**config.mk**
```make
export PLATFORM = sky130hd
export DESIGN_NAME = instr_fetch_queue
export DESIGN_NICKNAME = d
export VERILOG_FILES = /design/src/rtl/instr_fetch_queue.sv
export SDC_FILE = /design/constraint.sdc
export NUM_CORES = 1
export LEC_CHECK = 0
export ABC_AREA = 1
export BUFFER_PORTS_ARGS = -buffer_cell sky130_fd_sc_hd__buf_2
export CAP_MARGIN = 10
export CELL_PAD_IN_SITES_DETAIL_PLACEMENT = 0
export CELL_PAD_IN_SITES_GLOBAL_PLACEMENT = 1
export CORE_AREA = 2 2 215 217
export DETAILED_ROUTE_END_ITERATION = 16
export DIE_AREA = 0 0 217 219
export PLACE_DENSITY = 0.77
export SLEW_MARGIN = 20
export SYNTH_ARGS = -nofsm -noshare
export SYNTH_HDL_FRONTEND = slang
export SYNTH_SLANG_ARGS = --single-unit
```
**constraint.sdc**
```tcl
create_clock -name clk -period 3.4 [get_ports clk]
set_input_delay 0.17 -clock clk [delete_from_list [all_inputs] [get_ports clk]]
set_output_delay 0.17 -clock clk [all_outputs]
set_load 0.02 [all_outputs]
```
**src/rtl/instr_fetch_queue.sv**
```systemverilog
// Fetch front end: sequential PC generation, in-order {PC, instr} queue, redirect flush.
// Optional FETCH_BYPASS_EN: forward a response straight to decode when the queue is empty.
//  state   | meaning
//  S_BOOT  | one idle cycle after reset before fetching
//  S_RUN   | issuing fetches while credit allows
//  S_FLUSH | waiting for stale in-flight responses to drain after a redirect
module instr_fetch_queue #(
    parameter int          DEPTH    = 4,
    parameter logic [31:0] RESET_PC = 32'h0000_0000
) (
    input  logic                    clk,
    input  logic                    reset_n,
    output logic                    IMemReqValid,
    output logic [31:0]             IMemReqAddr,
    input  logic                    IMemReqReady,
    input  logic                    IMemRspValid,
    input  logic [31:0]             IMemRspData,
    input  logic                    Redirect,
    input  logic [31:0]             RedirectPC,
    output logic                    InstrValid,
    output logic [31:0]             Instr,
    output logic [31:0]             PCD,
    input  logic                    InstrReady,
    output logic [$clog2(DEPTH):0]  QCount
);
    localparam int AW = $clog2(DEPTH);
    localparam int CW = AW + 1;

    typedef enum logic [1:0] {S_BOOT, S_RUN, S_FLUSH} state_t;

    state_t         r_state;
    logic [31:0]    r_pc;
    logic [CW-1:0]  r_outstanding;
    logic [CW-1:0]  r_discard;
    logic [CW-1:0]  r_count;
    logic [AW-1:0]  r_head;
    logic [AW-1:0]  r_tail;
    logic [AW-1:0]  r_tag_wp;
    logic [AW-1:0]  r_tag_rp;
    logic [31:0]    r_q_instr [DEPTH];
    logic [31:0]    r_q_pc    [DEPTH];
    logic [31:0]    r_tag     [DEPTH];

    logic           w_req_valid;
    logic           w_hs;
    logic           w_rsp_keep;
    logic           w_bypass;
    logic           w_push;
    logic           w_pop;
    logic [CW:0]    w_credit_used;
    logic [CW-1:0]  w_out_next;
    logic [CW-1:0]  w_inflight;
    logic [CW-1:0]  w_disc_dec;

    // Credit counts both buffered entries and fetches still in flight, so the queue cannot overflow.
    assign w_credit_used = {1'b0, r_outstanding} + {1'b0, r_count};
    assign w_req_valid   = (r_state == S_RUN) && (w_credit_used < (CW+1)'(DEPTH));
    assign w_hs          = w_req_valid && IMemReqReady;
    assign w_rsp_keep    = IMemRspValid && (r_discard == '0) && !Redirect;

`ifdef FETCH_BYPASS_EN
    assign w_bypass = w_rsp_keep && (r_count == '0);
`else
    assign w_bypass = 1'b0;
`endif

    assign w_push     = w_rsp_keep && !(w_bypass && InstrReady);
    assign w_pop      = (r_count != '0) && InstrReady && !Redirect;
    assign w_out_next = r_outstanding + CW'(w_hs) - CW'(IMemRspValid);
    assign w_inflight = r_outstanding - CW'(IMemRspValid);
    assign w_disc_dec = (IMemRspValid && (r_discard != '0)) ? (r_discard - CW'(1)) : r_discard;

    assign IMemReqValid = w_req_valid;
    assign IMemReqAddr  = {r_pc[31:2], 2'b00};
    assign QCount       = r_count;

    always_comb begin
        InstrValid = (r_count != '0);
        Instr      = InstrValid ? r_q_instr[r_head] : '0;
        PCD        = InstrValid ? r_q_pc[r_head] : '0;
        if (w_bypass) begin
            InstrValid = 1'b1;
            Instr      = IMemRspData;
            PCD        = r_tag[r_tag_rp];
        end
    end

    always_ff @(posedge clk or negedge reset_n) begin
        if (!reset_n) begin
            r_state       <= S_BOOT;
            r_pc          <= RESET_PC;
            r_outstanding <= '0;
            r_discard     <= '0;
            r_count       <= '0;
            r_head        <= '0;
            r_tail        <= '0;
            r_tag_wp      <= '0;
            r_tag_rp      <= '0;
            for (int i = 0; i < DEPTH; i++) begin
                r_q_instr[i] <= '0;
                r_q_pc[i]    <= '0;
                r_tag[i]     <= '0;
            end
        end else begin
            r_outstanding <= w_out_next;
            if (w_hs) begin
                r_tag[r_tag_wp] <= IMemReqAddr;
                r_tag_wp        <= r_tag_wp + AW'(1);
            end
            if (IMemRspValid) begin
                r_tag_rp <= r_tag_rp + AW'(1);
            end

            // Everything in flight after this edge belongs to the old path and must be dropped.
            if (Redirect) begin
                r_pc      <= {RedirectPC[31:2], 2'b00};
                r_discard <= w_out_next;
                r_head    <= '0;
                r_tail    <= '0;
                r_count   <= '0;
            end else begin
                if (w_hs) begin
                    r_pc <= r_pc + 32'd4;
                end
                r_discard <= w_disc_dec;
                if (w_push) begin
                    r_q_instr[r_tail] <= IMemRspData;
                    r_q_pc[r_tail]    <= r_tag[r_tag_rp];
                    r_tail            <= r_tail + AW'(1);
                end
                if (w_pop) begin
                    r_head <= r_head + AW'(1);
                end
                r_count <= r_count + CW'(w_push) - CW'(w_pop);
            end

            case (r_state)
                S_BOOT:  r_state <= S_RUN;
                S_RUN:   if (Redirect && (w_inflight != '0)) r_state <= S_FLUSH;
                S_FLUSH: if (!Redirect && (w_disc_dec == '0)) r_state <= S_RUN;
                default: r_state <= S_BOOT;
            endcase
        end
    end
endmodule

```
==> results.json, run 1 <==
{
  "status": "finished, final reports clean",
  "leakage_nw": 11.81,
  "slew_violations": 0,
  "via_count": 17560,
  "netlist_top_cells_area": "dfrtp_1, nand2_1, o21ai_0",
  "synth-edff-count": 0,
  "fin_cells": 3388,
  "worstMarginPinSlew_ns": 0.9686,
  "numCtsBuffers": 47,
  "ff2ff_setup_slack_ns": 0.98,
  "finalWirelength_mm": 56.17,
  "rsz0062_at_grt": "no",
  "syn_area_per_cell_um2": 7.697,
  "cpLargestDelayFamily": "buffers and inverters",
  "path_clk_slew_ns": 0.05,
  "die_h_um": 219,
  "peakVddDrop_v": 0.0004374,
  "fin_crit_sh": 0.8286,
  "dpl.cell_count": 3238,
  "fp.dieW_um": 217,
  "track_usage": 0.2396,
  "path_cells": "clkinv_2 -> buf_4 -> o21ai_0 -> a21oi_1 -> buf_2",
  "drive_gt1_frac": 0.1083,
  "synth_largest_area_cell": "dfrtp_1",
  "ys_top_cells_by_count": "nand2_1, dfrtp_1, o21ai_0",
  "path_depth": 5,
  "drtPass1Iterations": 5,
  "synthMostInstantiatedCell": "nand2_1",
  "grt.overflow.total": 0,
  "diodes": 0,
  "io_buffers": 164,
  "post_drt_wl_per_cell_um": 16.58,
  "detail-route-antenna-nets": 0,
  "grt_max_degree": 143,
  "reg2reg_depth": 12,
  "cts_buffer_depth": 3,
  "grt_pass1_wl_mm": 91.34,
  "clock-root-buffer": "clkbuf_16",
  "maxCapViolations": 0,
  "cp.arrival_ns": 2.65,
  "initial_core_util": 0.4485,
  "drc": 0,
  "die_area_mm2": 0.04752,
  "syn_inst": 2627,
  "ys_types": 34,
  "worstSetupEndpoint": "PCD[23]",
  "post-place-ws_ns": 0.9439,
  "dpl.hpwl_mm": 33.15,
  "hp-class": "in2reg",
  "critical_path.max_fanout": 61,
  "power.density_mw_per_mm2": 825.6,
  "pin_count": 171,
  "startpoint": "r_head[0]$_DFFE_PN0P_",
  "finalCriticalPeriod_ns": 2.817,
  "area_growth_pct": 16.50,
  "tns_ns": 0,
  "syn_area_mm2": 0.02022,
  "first_global_vias": 17110,
  "routabilityCongestion": 0.7992,
  "routed_via_density": 5.184,
  "synthArstFlopShare": 1.000,
  "timing.rr.start": "QCount[1]$_DFF_PN0_",
  "relSlewSlack": 0.3543,
  "max_freq_mhz": 354.9,
  "ys_seq_area_frac": 0.5161,
  "ys_ff_latch": 417,
  "setup-violations-final": 0,
  "cp_slowest_stage_delay_ns": 0.63,
  "yosys_warnings": 0,
  "cp-end-kind": "output pin",
  "yosys_most_used_dff": "dfrtp_1",
  "worstSetupStartpointType": "flop",
  "coreArea_mm2": 0.04509,
  "hold_viol_final": 0,
  "synth_top_area_frac": 0.5161,
  "worstSkewPairLatency_ns": 0.58,
  "required_ns": 3.23,
  "fill_cells": 4364,
  "skew_ns": 0.01088,
  "layout.nets": 2842,
  "slowest_stage": "dfrtp_4",
  "setup_ws_ns": 0.5827,
  "clock_sinks": 417,
  "cts_tree": "built",
  "antenna_found_initial": 1,
  "drt-initial-drc-count": 1474,
  "cts_resized": 0,
  "htreeDepth": 2,
  "rr_endpoint": "r_discard[2]$_DFF_PN0_",
  "worst-path-buf-inv": 3,
  "rows": 78,
  "critPathKind": "reg2out"
}
[layout by cell type, fill, tap and decap left out, types with 4 or more instances in the layout]
cell type and instances:
a21oi_1 130, buf_12 11, buf_2 163, buf_4 30, clkbuf_1 9, clkbuf_16 49, clkbuf_8 16, clkinv_2 10
conb_1 4, dfrtp_1 415, dlygate4sd3_1 65, ha_1 18, inv_1 170, nand2_1 816, nand2_2 4, nand3_1 66
nand4_1 4, nor2_1 234, nor2_2 6, o21ai_0 370, o21ai_1 132, o22ai_1 29, xnor2_1 4, xor2_1 8
[flip-flops by register name, summed over array words and instances (netlist names), 3 cells and up]
| signal | count |
|---|---|
| QCount | 3 |
| r_pc | 30 |
| r_tag | 120 |
| r_q_instr | 128 |
| r_outstanding | 3 |
| r_q_pc | 120 |
| r_discard | 3 |
[per-stage QoR]
step | instance area, um2 | util | total power, mW | hold slack, ns
after floorplan | 20230 | - | 12.01 | -0.1256
after global placement | 21340 | 0.4734 | 14.20 | 0.2483
after detailed placement | 21340 | 0.4734 | 14.39 | 0.2552
after CTS | 23560 | 0.5225 | 19.63 | 0.03848
after global routing | 23560 | 0.5225 | 20.85 | 0.08279
final | 23560 | 0.5225 | 19.45 | 0.05229
[worst register-to-register path, stage by stage, from the launching register on]
cell     delay [ns]
dfrtp_1        0.44
ha_1           0.31
nand3_1        0.06
nand2_1        0.09
nor2_4         0.14
nand2_4        0.07
ha_1           0.27
inv_1          0.04
ha_1           0.18
fa_1           0.37
xor2_1         0.18
nor2_1         0.10
nor2_1         0.04
[cells by family after synthesis]
family | count (synthesis) | share of synthesized area
flip-flops | 417 | 0.5161
AND/OR/NAND/NOR | 1140 | 0.2191
buffers and inverters | 372 | 0.07945
XOR/XNOR | 12 | 0.005198
AO/OA/AOI/OAI | 665 | 0.1669
other | 1 | 0.0001855
adder cells (fa/ha/maj) | 20 | 0.01312
[metal layers]
metal  up-vias  share of wire  track usage
met5         -              0            0
li1       8651              -            -
met4         0          0.023      0.07489
met1      8363           0.46       0.3269
met2       474           0.47       0.4028
met3        74          0.048      0.02536
[worst min-delay path by stage]
stage                  start                      to  slack, ns  cells after the start
floorplan            reset_n     QCount[0]$_DFF_PN0_      -0.13                      0
global placement     reset_n  r_q_pc[69]$_DFFE_PN0P_       0.25                      1
detailed placement   reset_n  r_q_pc[69]$_DFFE_PN0P_       0.26                      1
CTS                 Redirect   r_head[0]$_DFFE_PN0P_       0.04                      4
global route        Redirect   r_head[0]$_DFFE_PN0P_       0.08                      4
finish              Redirect   r_head[0]$_DFFE_PN0P_       0.05                      4
[where the power goes]
group / leakage [nW] / total (mW) / internal (mW) / switching, mW
logic: 5.76 / 7.02 / 2.15 / 4.86
clock network: 0.779 / 5.10 / 3.05 / 2.05
registers: 5.27 / 7.33 / 6.35 / 0.980
total: 11.8 / 19.4 / 11.6 / 7.89
[final cells by class]
cell class	count	area, um2	share of cell area
Clock buffer	74	1480	0.06284
Sequential cell	417	10440	0.4432
Timing Repair Buffer	270	1927	0.08180
Inverter	175	660.6	0.02804
Multi-Input combinational cell	1841	8215	0.3488
Clock inverter	11	82.58	0.003506
Tap cell	600	750.7	0.03187
[repair_timing]
item | CTS | global route
endpoints found under the hold margin | 240 | 0
endpoints found under the setup margin | 0 | 0
hold buffers | 65 | 0
setup buffers | 0 | 0
No activity file was read; power rests on OpenSTA's default activity.
==> run 2, diff against run 1 <==
--- a/config.mk
+++ b/config.mk
@@ -5,15 +5,15 @@
 export SDC_FILE = /design/constraint.sdc
 export NUM_CORES = 1
 export LEC_CHECK = 0
-export ABC_AREA = 1
+export ABC_AREA = 0
 export BUFFER_PORTS_ARGS = -buffer_cell sky130_fd_sc_hd__buf_2
 export CAP_MARGIN = 10
 export CELL_PAD_IN_SITES_DETAIL_PLACEMENT = 0
 export CELL_PAD_IN_SITES_GLOBAL_PLACEMENT = 1
-export CORE_AREA = 2 2 215 217
+export CORE_AREA = 2 2 212 214
 export DETAILED_ROUTE_END_ITERATION = 16
-export DIE_AREA = 0 0 217 219
-export PLACE_DENSITY = 0.77
+export DIE_AREA = 0 0 214 216
+export PLACE_DENSITY = 0.72
 export SLEW_MARGIN = 20
 export SYNTH_ARGS = -nofsm -noshare
 export SYNTH_HDL_FRONTEND = slang
==> constraint.sdc (replaced) <==
create_clock -name clk -period 2.3 [get_ports clk]
set_input_delay 0.115 -clock clk [delete_from_list [all_inputs] [get_ports clk]]
set_output_delay 0.115 -clock clk [all_outputs]
set_load 0.02 [all_outputs]
==> results.json, run 2 <==
{
  "status": "complete, but fails checks",
  "violations": "negative setup slack",
  "slew_violations": 0,
  "ys_types": 47,
  "fill_cells": 3560,
  "worstSkewPairLatency_ns": 0.57,
  "peakVddDrop_v": 0.0006849,
  "clock-root-buffer": "clkbuf_16",
  "regMostFlops": "r_q_instr",
  "area_growth_pct": 26.02,
  "dpl_cell_area_mm2": 0.02157,
  "finalWirelength_mm": 44.25,
  "critical_path.max_fanout": 3,
  "htreeDepth": 2,
  "die_h_um": 216,
  "numCtsBuffers": 46,
  "grt_pass1_wl_mm": 70.52,
  "cp.arrival_ns": 2.84,
  "drc": 0,
  "track_usage": 0.1927,
  "synth-edff-count": 0,
  "critPathKind": "reg2reg",
  "power.density_mw_per_mm2": 1161,
  "setup_ws_ns": -0.09054,
  "layout_commonest_cell": "dfrtp_1",
  "slowest_stage": "dfrtp_2",
  "maxCapViolations": 0,
  "design_area_mm2": 0.02466,
  "ys_ff_latch": 417,
  "drt-initial-drc-count": 495,
  "required_ns": 2.74,
  "syn_area_per_cell_um2": 15.16,
  "fin_total_pwr_mw": 28.63,
  "grt.overflow.total": 0,
  "cts_buffer_depth": 3,
  "skew_ns": 0.01711,
  "first_global_vias": 12520,
  "final_util": 0.5626,
  "leakage_nw": 11.91,
  "layout.nets": 1661,
  "detail-route-antenna-nets": 0,
  "worstMarginPinSlew_ns": 0.6999,
  "syn_area_mm2": 0.01957,
  "tns_ns": -0.9670,
  "finalCriticalPeriod_ns": 2.391,
  "rsz0062_at_grt": "yes",
  "netlist_top_cells_area": "dfrtp_1, mux2_2, mux4_2",
  "ys_top_cells_by_count": "dfrtp_1, mux2_2, mux4_2",
  "cp_slowest_stage_delay_ns": 0.43,
  "cp_common_cell": "ha_4",
  "io_buffers": 164,
  "worstSetupStartpointType": "flop",
  "diodes": 0,
  "synth_largest_area_cell": "dfrtp_1",
  "die_area_mm2": 0.04622,
  "drive_gt1_frac": 0.5221,
  "yosys_most_used_dff": "dfrtp_1",
  "synthArstFlopShare": 1.000,
  "cts_tree": "built",
  "routed_via_density": 5.238,
  "coreArea_mm2": 0.04384,
  "reg_top3": "r_q_instr x128, r_q_pc x120, r_tag x120",
  "grt_max_degree": 82,
  "fp.dieW_um": 214,
  "yosys_warnings": 0,
  "antenna_found_initial": 0,
  "clock_sinks": 417,
  "post_drt_wl_per_cell_um": 20.12,
  "path_clk_slew_ns": 0.06,
  "pin_count": 171,
  "synthMostInstantiatedCell": "dfrtp_1",
  "max_freq_mhz": 418.3,
  "post-place-ws_ns": -0.06490,
  "most-common-layout-cells": "dfrtp_1, mux2_2, buf_2, mux4_2, mux2_4",
  "dpl.hpwl_mm": 27.56,
  "rows": 77,
  "via_count": 11520,
  "ys_seq_area_frac": 0.5332,
  "relSlewSlack": 0.5334,
  "largest_register_ffs": 128,
  "path_cells": "ha_4 -> nor4_4 -> and4_1 -> inv_2 -> ha_4 -> inv_2 -> ha_4 -> fa_2 -> xnor2_2 -> nor2_1 -> nor2_1",
  "syn_inst": 1291,
  "hold_viol_final": 0,
  "fin_crit_sh": 1.039,
  "cp-end-kind": "flop",
  "drtPass1Iterations": 4,
  "initial_core_util": 0.4464,
  "setup-violations-final": 30,
  "hp-class": "in2reg",
  "routabilityCongestion": 0.7371,
  "synth_top_area_frac": 0.5332
}
-- run 2: changes by cell type after synthesis, moves of 116 or more --
cell     previous run  this run
nor2_1            238        16
o21ai_0           370        23
mux2_2              0       251
o21ai_1           132        16
inv_1             170        18
nand2_1           820        53
a21oi_1           130         1
-- run 2: through the flow --
step | hold WS, ns | cells
final | 0.1532 | 2199
after global routing | 0.1371 | 2199
after CTS | 0.09254 | 2181
after detailed placement | 0.1763 | 2029
after global placement | 0.1686 | 2029
after floorplan | -0.1806 | 1294
-- run 2: report_power, final --
part           total (mW)  leakage (nW)  internal, mW  switching [mW]
clock network        7.59         0.787          4.63            2.96
logic                10.6          5.62          6.02            4.54
registers            10.5          5.51          9.33            1.15
-- run 2: timing repair --
action,CTS,global route
gates resized for setup,14,166
endpoints found under the setup margin,64,157
endpoints found under the hold margin,232,0
gates cloned,0,9
pin swaps,1,1
hold buffers,66,0
setup buffers,2,10
-- run 2: path summary, 6_finish.rpt --
check,slack [ns],cells past startpoint,from,endpoint
max in group asynchronous,1.37,3,reset_n,r_tag_rp[0]$_DFFE_PN0P_
min in group asynchronous,0.17,2,reset_n,r_q_instr[120]$_DFFE_PN0P_
worst min register to register,0.48,2,r_tag[120]$_DFFE_PN0P_,r_tag[120]$_DFFE_PN0P_
worst max-delay path,-0.09,11,QCount[2]$_DFF_PN0_,r_discard[2]$_DFF_PN0_
worst min-delay path,0.15,5,IMemReqReady,r_pc[18]$_DFFE_PN0P_
worst max register to register,-0.09,11,QCount[2]$_DFF_PN0_,r_discard[2]$_DFF_PN0_
-- run 2: layer usage --
metal	vias up	share of wire	global-route usage
met3	50	0.033	0.02720
met4	0	0.016	0.04685
li1	5230	-	-
met5	-	0	0
met1	6036	0.47	0.2667
met2	203	0.48	0.3224
-- run 2: area by class of cell --
cell class	count	area (um2)	area share
clock inverter	12	135.1	0.005479
tap	592	740.7	0.03004
clock buffer	72	1443	0.05850
inverter	18	67.56	0.002740
sequential	417	10450	0.4236
timing repair buffer	317	3020	0.1225
multi-input combinational	771	8807	0.3571
-- run 2: critical path: cells and delay by family (launching register included) --
| family | cells | cell delay, ns |
|---|---|---|
| fa+ha+maj | 4 | 0.92 |
| simple gates | 4 | 0.68 |
| flops | 1 | 0.43 |
| xor+xnor | 1 | 0.16 |
| buf+inv | 2 | 0.09 |
-- run 2: cell families (layout without fill, tap and decap cells) --
family,count (synthesis),after routing,share of synthesized area
AOI/OAI and AO/OA,47,47,0.01324
xor gates and xnor gates,40,40,0.01790
other,1,4,0.0001916
muxes,458,458,0.3316
and+or+nand+nor,202,202,0.06081
DFF,417,417,0.5332
buffers and inverters,106,419,0.02941
adders and majority gates,20,20,0.01356
==> run 3, diff against run 2 <==
--- a/config.mk
+++ b/config.mk
@@ -13,7 +13,7 @@
 export CORE_AREA = 2 2 212 214
 export DETAILED_ROUTE_END_ITERATION = 16
 export DIE_AREA = 0 0 214 216
-export PLACE_DENSITY = 0.72
+export PLACE_DENSITY = 0.69
 export SLEW_MARGIN = 20
 export SYNTH_ARGS = -nofsm -noshare
 export SYNTH_HDL_FRONTEND = slang
==> constraint.sdc (replaced) <==
create_clock -name clk -period 2.6 [get_ports clk]
set_input_delay 0.13 -clock clk [delete_from_list [all_inputs] [get_ports clk]]
set_output_delay 0.13 -clock clk [all_outputs]
set_load 0.02 [all_outputs]
==> results.json, run 3 (synthesis gave the netlist of run 2 again) <==
{
  "post-place-ws_ns": 0.1698,
  "first_global_vias": 12340,
  "regMostFlops": "r_q_instr",
  "path_clk_slew_ns": 0.06,
  "post_drt_wl_per_cell_um": 19.95,
  "dpl_cell_area_mm2": 0.02137,
  "skew_ns": 0.01400,
  "drive_gt1_frac": 0.4742,
  "initial_core_util": 0.4464,
  "critPathKind": "reg2out",
  "power.density_mw_per_mm2": 1011,
  "critical_path.max_fanout": 64,
  "worstSkewPairLatency_ns": 0.56,
  "design_area_mm2": 0.02365,
  "finalWirelength_mm": 43.14,
  "p_clk_frac": 0.284,
  "grt_pass1_wl_mm": 70.43,
  "htreeDepth": 2,
  "dpl.hpwl_mm": 27.49,
  "maxCapViolations": 0,
  "sequentialPowerShare": 0.392,
  "cts_tree": "built",
  "leakage_nw": 11.50,
  "drt-initial-drc-count": 441,
  "largest_register_ffs": 128,
  "relSlewSlack": 0.4638,
  "numCtsBuffers": 46,
  "die_area_mm2": 0.04622,
  "cts_buffer_depth": 3,
  "layout.nets": 1626,
  "reg_top3": "r_q_instr x128, r_q_pc x120, r_tag x120",
  "die_h_um": 216,
  "netSwitchingFraction": 0.3025,
  "rows": 77,
  "tns_ns": 0,
  "peakVddDrop_v": 0.0004894,
  "final_util": 0.5395,
  "slew_violations": 0,
  "setup_ws_ns": 0.1167,
  "most-common-layout-cells": "dfrtp_1, mux2_2, buf_2, mux4_2, mux2_4",
  "setup-violations-final": 0,
  "io_buffers": 164,
  "pin_count": 171,
  "antenna_found_initial": 0,
  "worstSetupStartpointType": "flop",
  "area_growth_pct": 20.86,
  "via_count": 11340,
  "grt_max_degree": 89,
  "grt.overflow.total": 0,
  "required_ns": 2.47,
  "routed_via_density": 5.241,
  "hold_viol_final": 0,
  "routabilityCongestion": 0.7527,
  "cp-end-kind": "output pin",
  "fill_cells": 3611,
  "fp.dieW_um": 214,
  "intPower_mw": 16.68,
  "detail-route-antenna-nets": 0,
  "drc": 0,
  "rsz0062_at_grt": "no",
  "cp.arrival_ns": 2.35,
  "max_freq_mhz": 402.7,
  "coreArea_mm2": 0.04384,
  "clock-root-buffer": "clkbuf_16",
  "fin_crit_sh": 0.9551,
  "worstMarginPinSlew_ns": 0.8043,
  "diodes": 0,
  "hp-class": "in2reg",
  "layout_commonest_cell": "dfrtp_1",
  "drtPass1Iterations": 4,
  "finalCriticalPeriod_ns": 2.483,
  "track_usage": 0.1927,
  "p_comb_frac": 0.325,
  "p_switching_mw": 7.235,
  "clock_sinks": 417,
  "status": "finished, final reports clean"
}
==> run 3: changes by cell type in the layout (fill, tap and decap cells not counted), sizes merged <==
cell	previous run	this run
buf	245	215
dlygate4sd3	66	67
bufinv	3	5
clkbuf	78	67
clkinvlp	0	2
==> run 3: worst max-delay path: stages, from the launching register on <==
cell	delay, ns
dfrtp_2	0.47
or3_2	0.48
buf_4	0.35
and2_1	0.29
buf_2	0.17
==> run 3: power by group through the flow <==
stage / clock network, mW / registers (mW) / logic, mW
finish: 6.79 / 9.37 / 7.76
detailed placement: 0 / 9.51 / 7.76
global placement: 0 / 9.42 / 7.61
global route: 7.29 / 9.61 / 8.49
floorplan: 0 / 9.07 / 5.82
CTS: 7.01 / 9.42 / 7.86
==> run 3: layout make-up <==
| cell class | instances | area, um2 | share of cell area |
|---|---|---|---|
| timing repair buffer | 282 | 2172 | 0.09184 |
| multi-input combinational | 771 | 8633 | 0.3650 |
| inverter | 18 | 67.56 | 0.002857 |
| clock inverter | 16 | 210.2 | 0.008888 |
| tap | 592 | 740.7 | 0.03132 |
| clock buffer | 67 | 1384 | 0.05851 |
| sequential | 417 | 10440 | 0.4416 |
==> run 3: repair_timing <==
item                                    CTS  global route
endpoints found under the hold margin   238             0
hold buffers                             67             0
buffers inserted                          0             2
gates resized for setup                   0             0
endpoints found under the setup margin    0            10
==> run 3: per-layer routing <==
layer  global-route usage  up-vias  part of all wire
met5                    0        -                 0
met4              0.05524        0             0.019
met3              0.02932       54             0.033
met2               0.3159      203              0.48
met1               0.2677     5909              0.47
li1                     -     5170                 -
==> run 3: path summary, 6_finish.rpt <==
kind                            depth (start not counted)                        from                      end  slack [ns]
worst max-delay path                                    4         QCount[1]$_DFF_PN0_                  PCD[18]        0.12
worst min-delay path                                    5                IMemReqReady     r_pc[26]$_DFFE_PN0P_        0.16
worst max register to register                         11  r_outstanding[2]$_DFF_PN0_   r_discard[2]$_DFF_PN0_        0.16
worst min register to register                          2       r_tag[53]$_DFFE_PN0P_    r_tag[53]$_DFFE_PN0P_        0.48
max in group asynchronous                               3                     reset_n   r_q_pc[19]$_DFFE_PN0P_        1.60
min in group asynchronous                               2                     reset_n  r_q_pc[106]$_DFFE_PN0P_        0.20
==> run 3: metrics by stage <==
step                hold WS, ns  instances  power [mW]
floorplan               -0.1656       1294       14.89
detailed placement       0.2086       2011       17.27
finish                   0.1591       2163       23.92
CTS                      0.1287       2161       24.29
global route             0.1809       2163       25.38
global placement         0.2068       2011       17.03
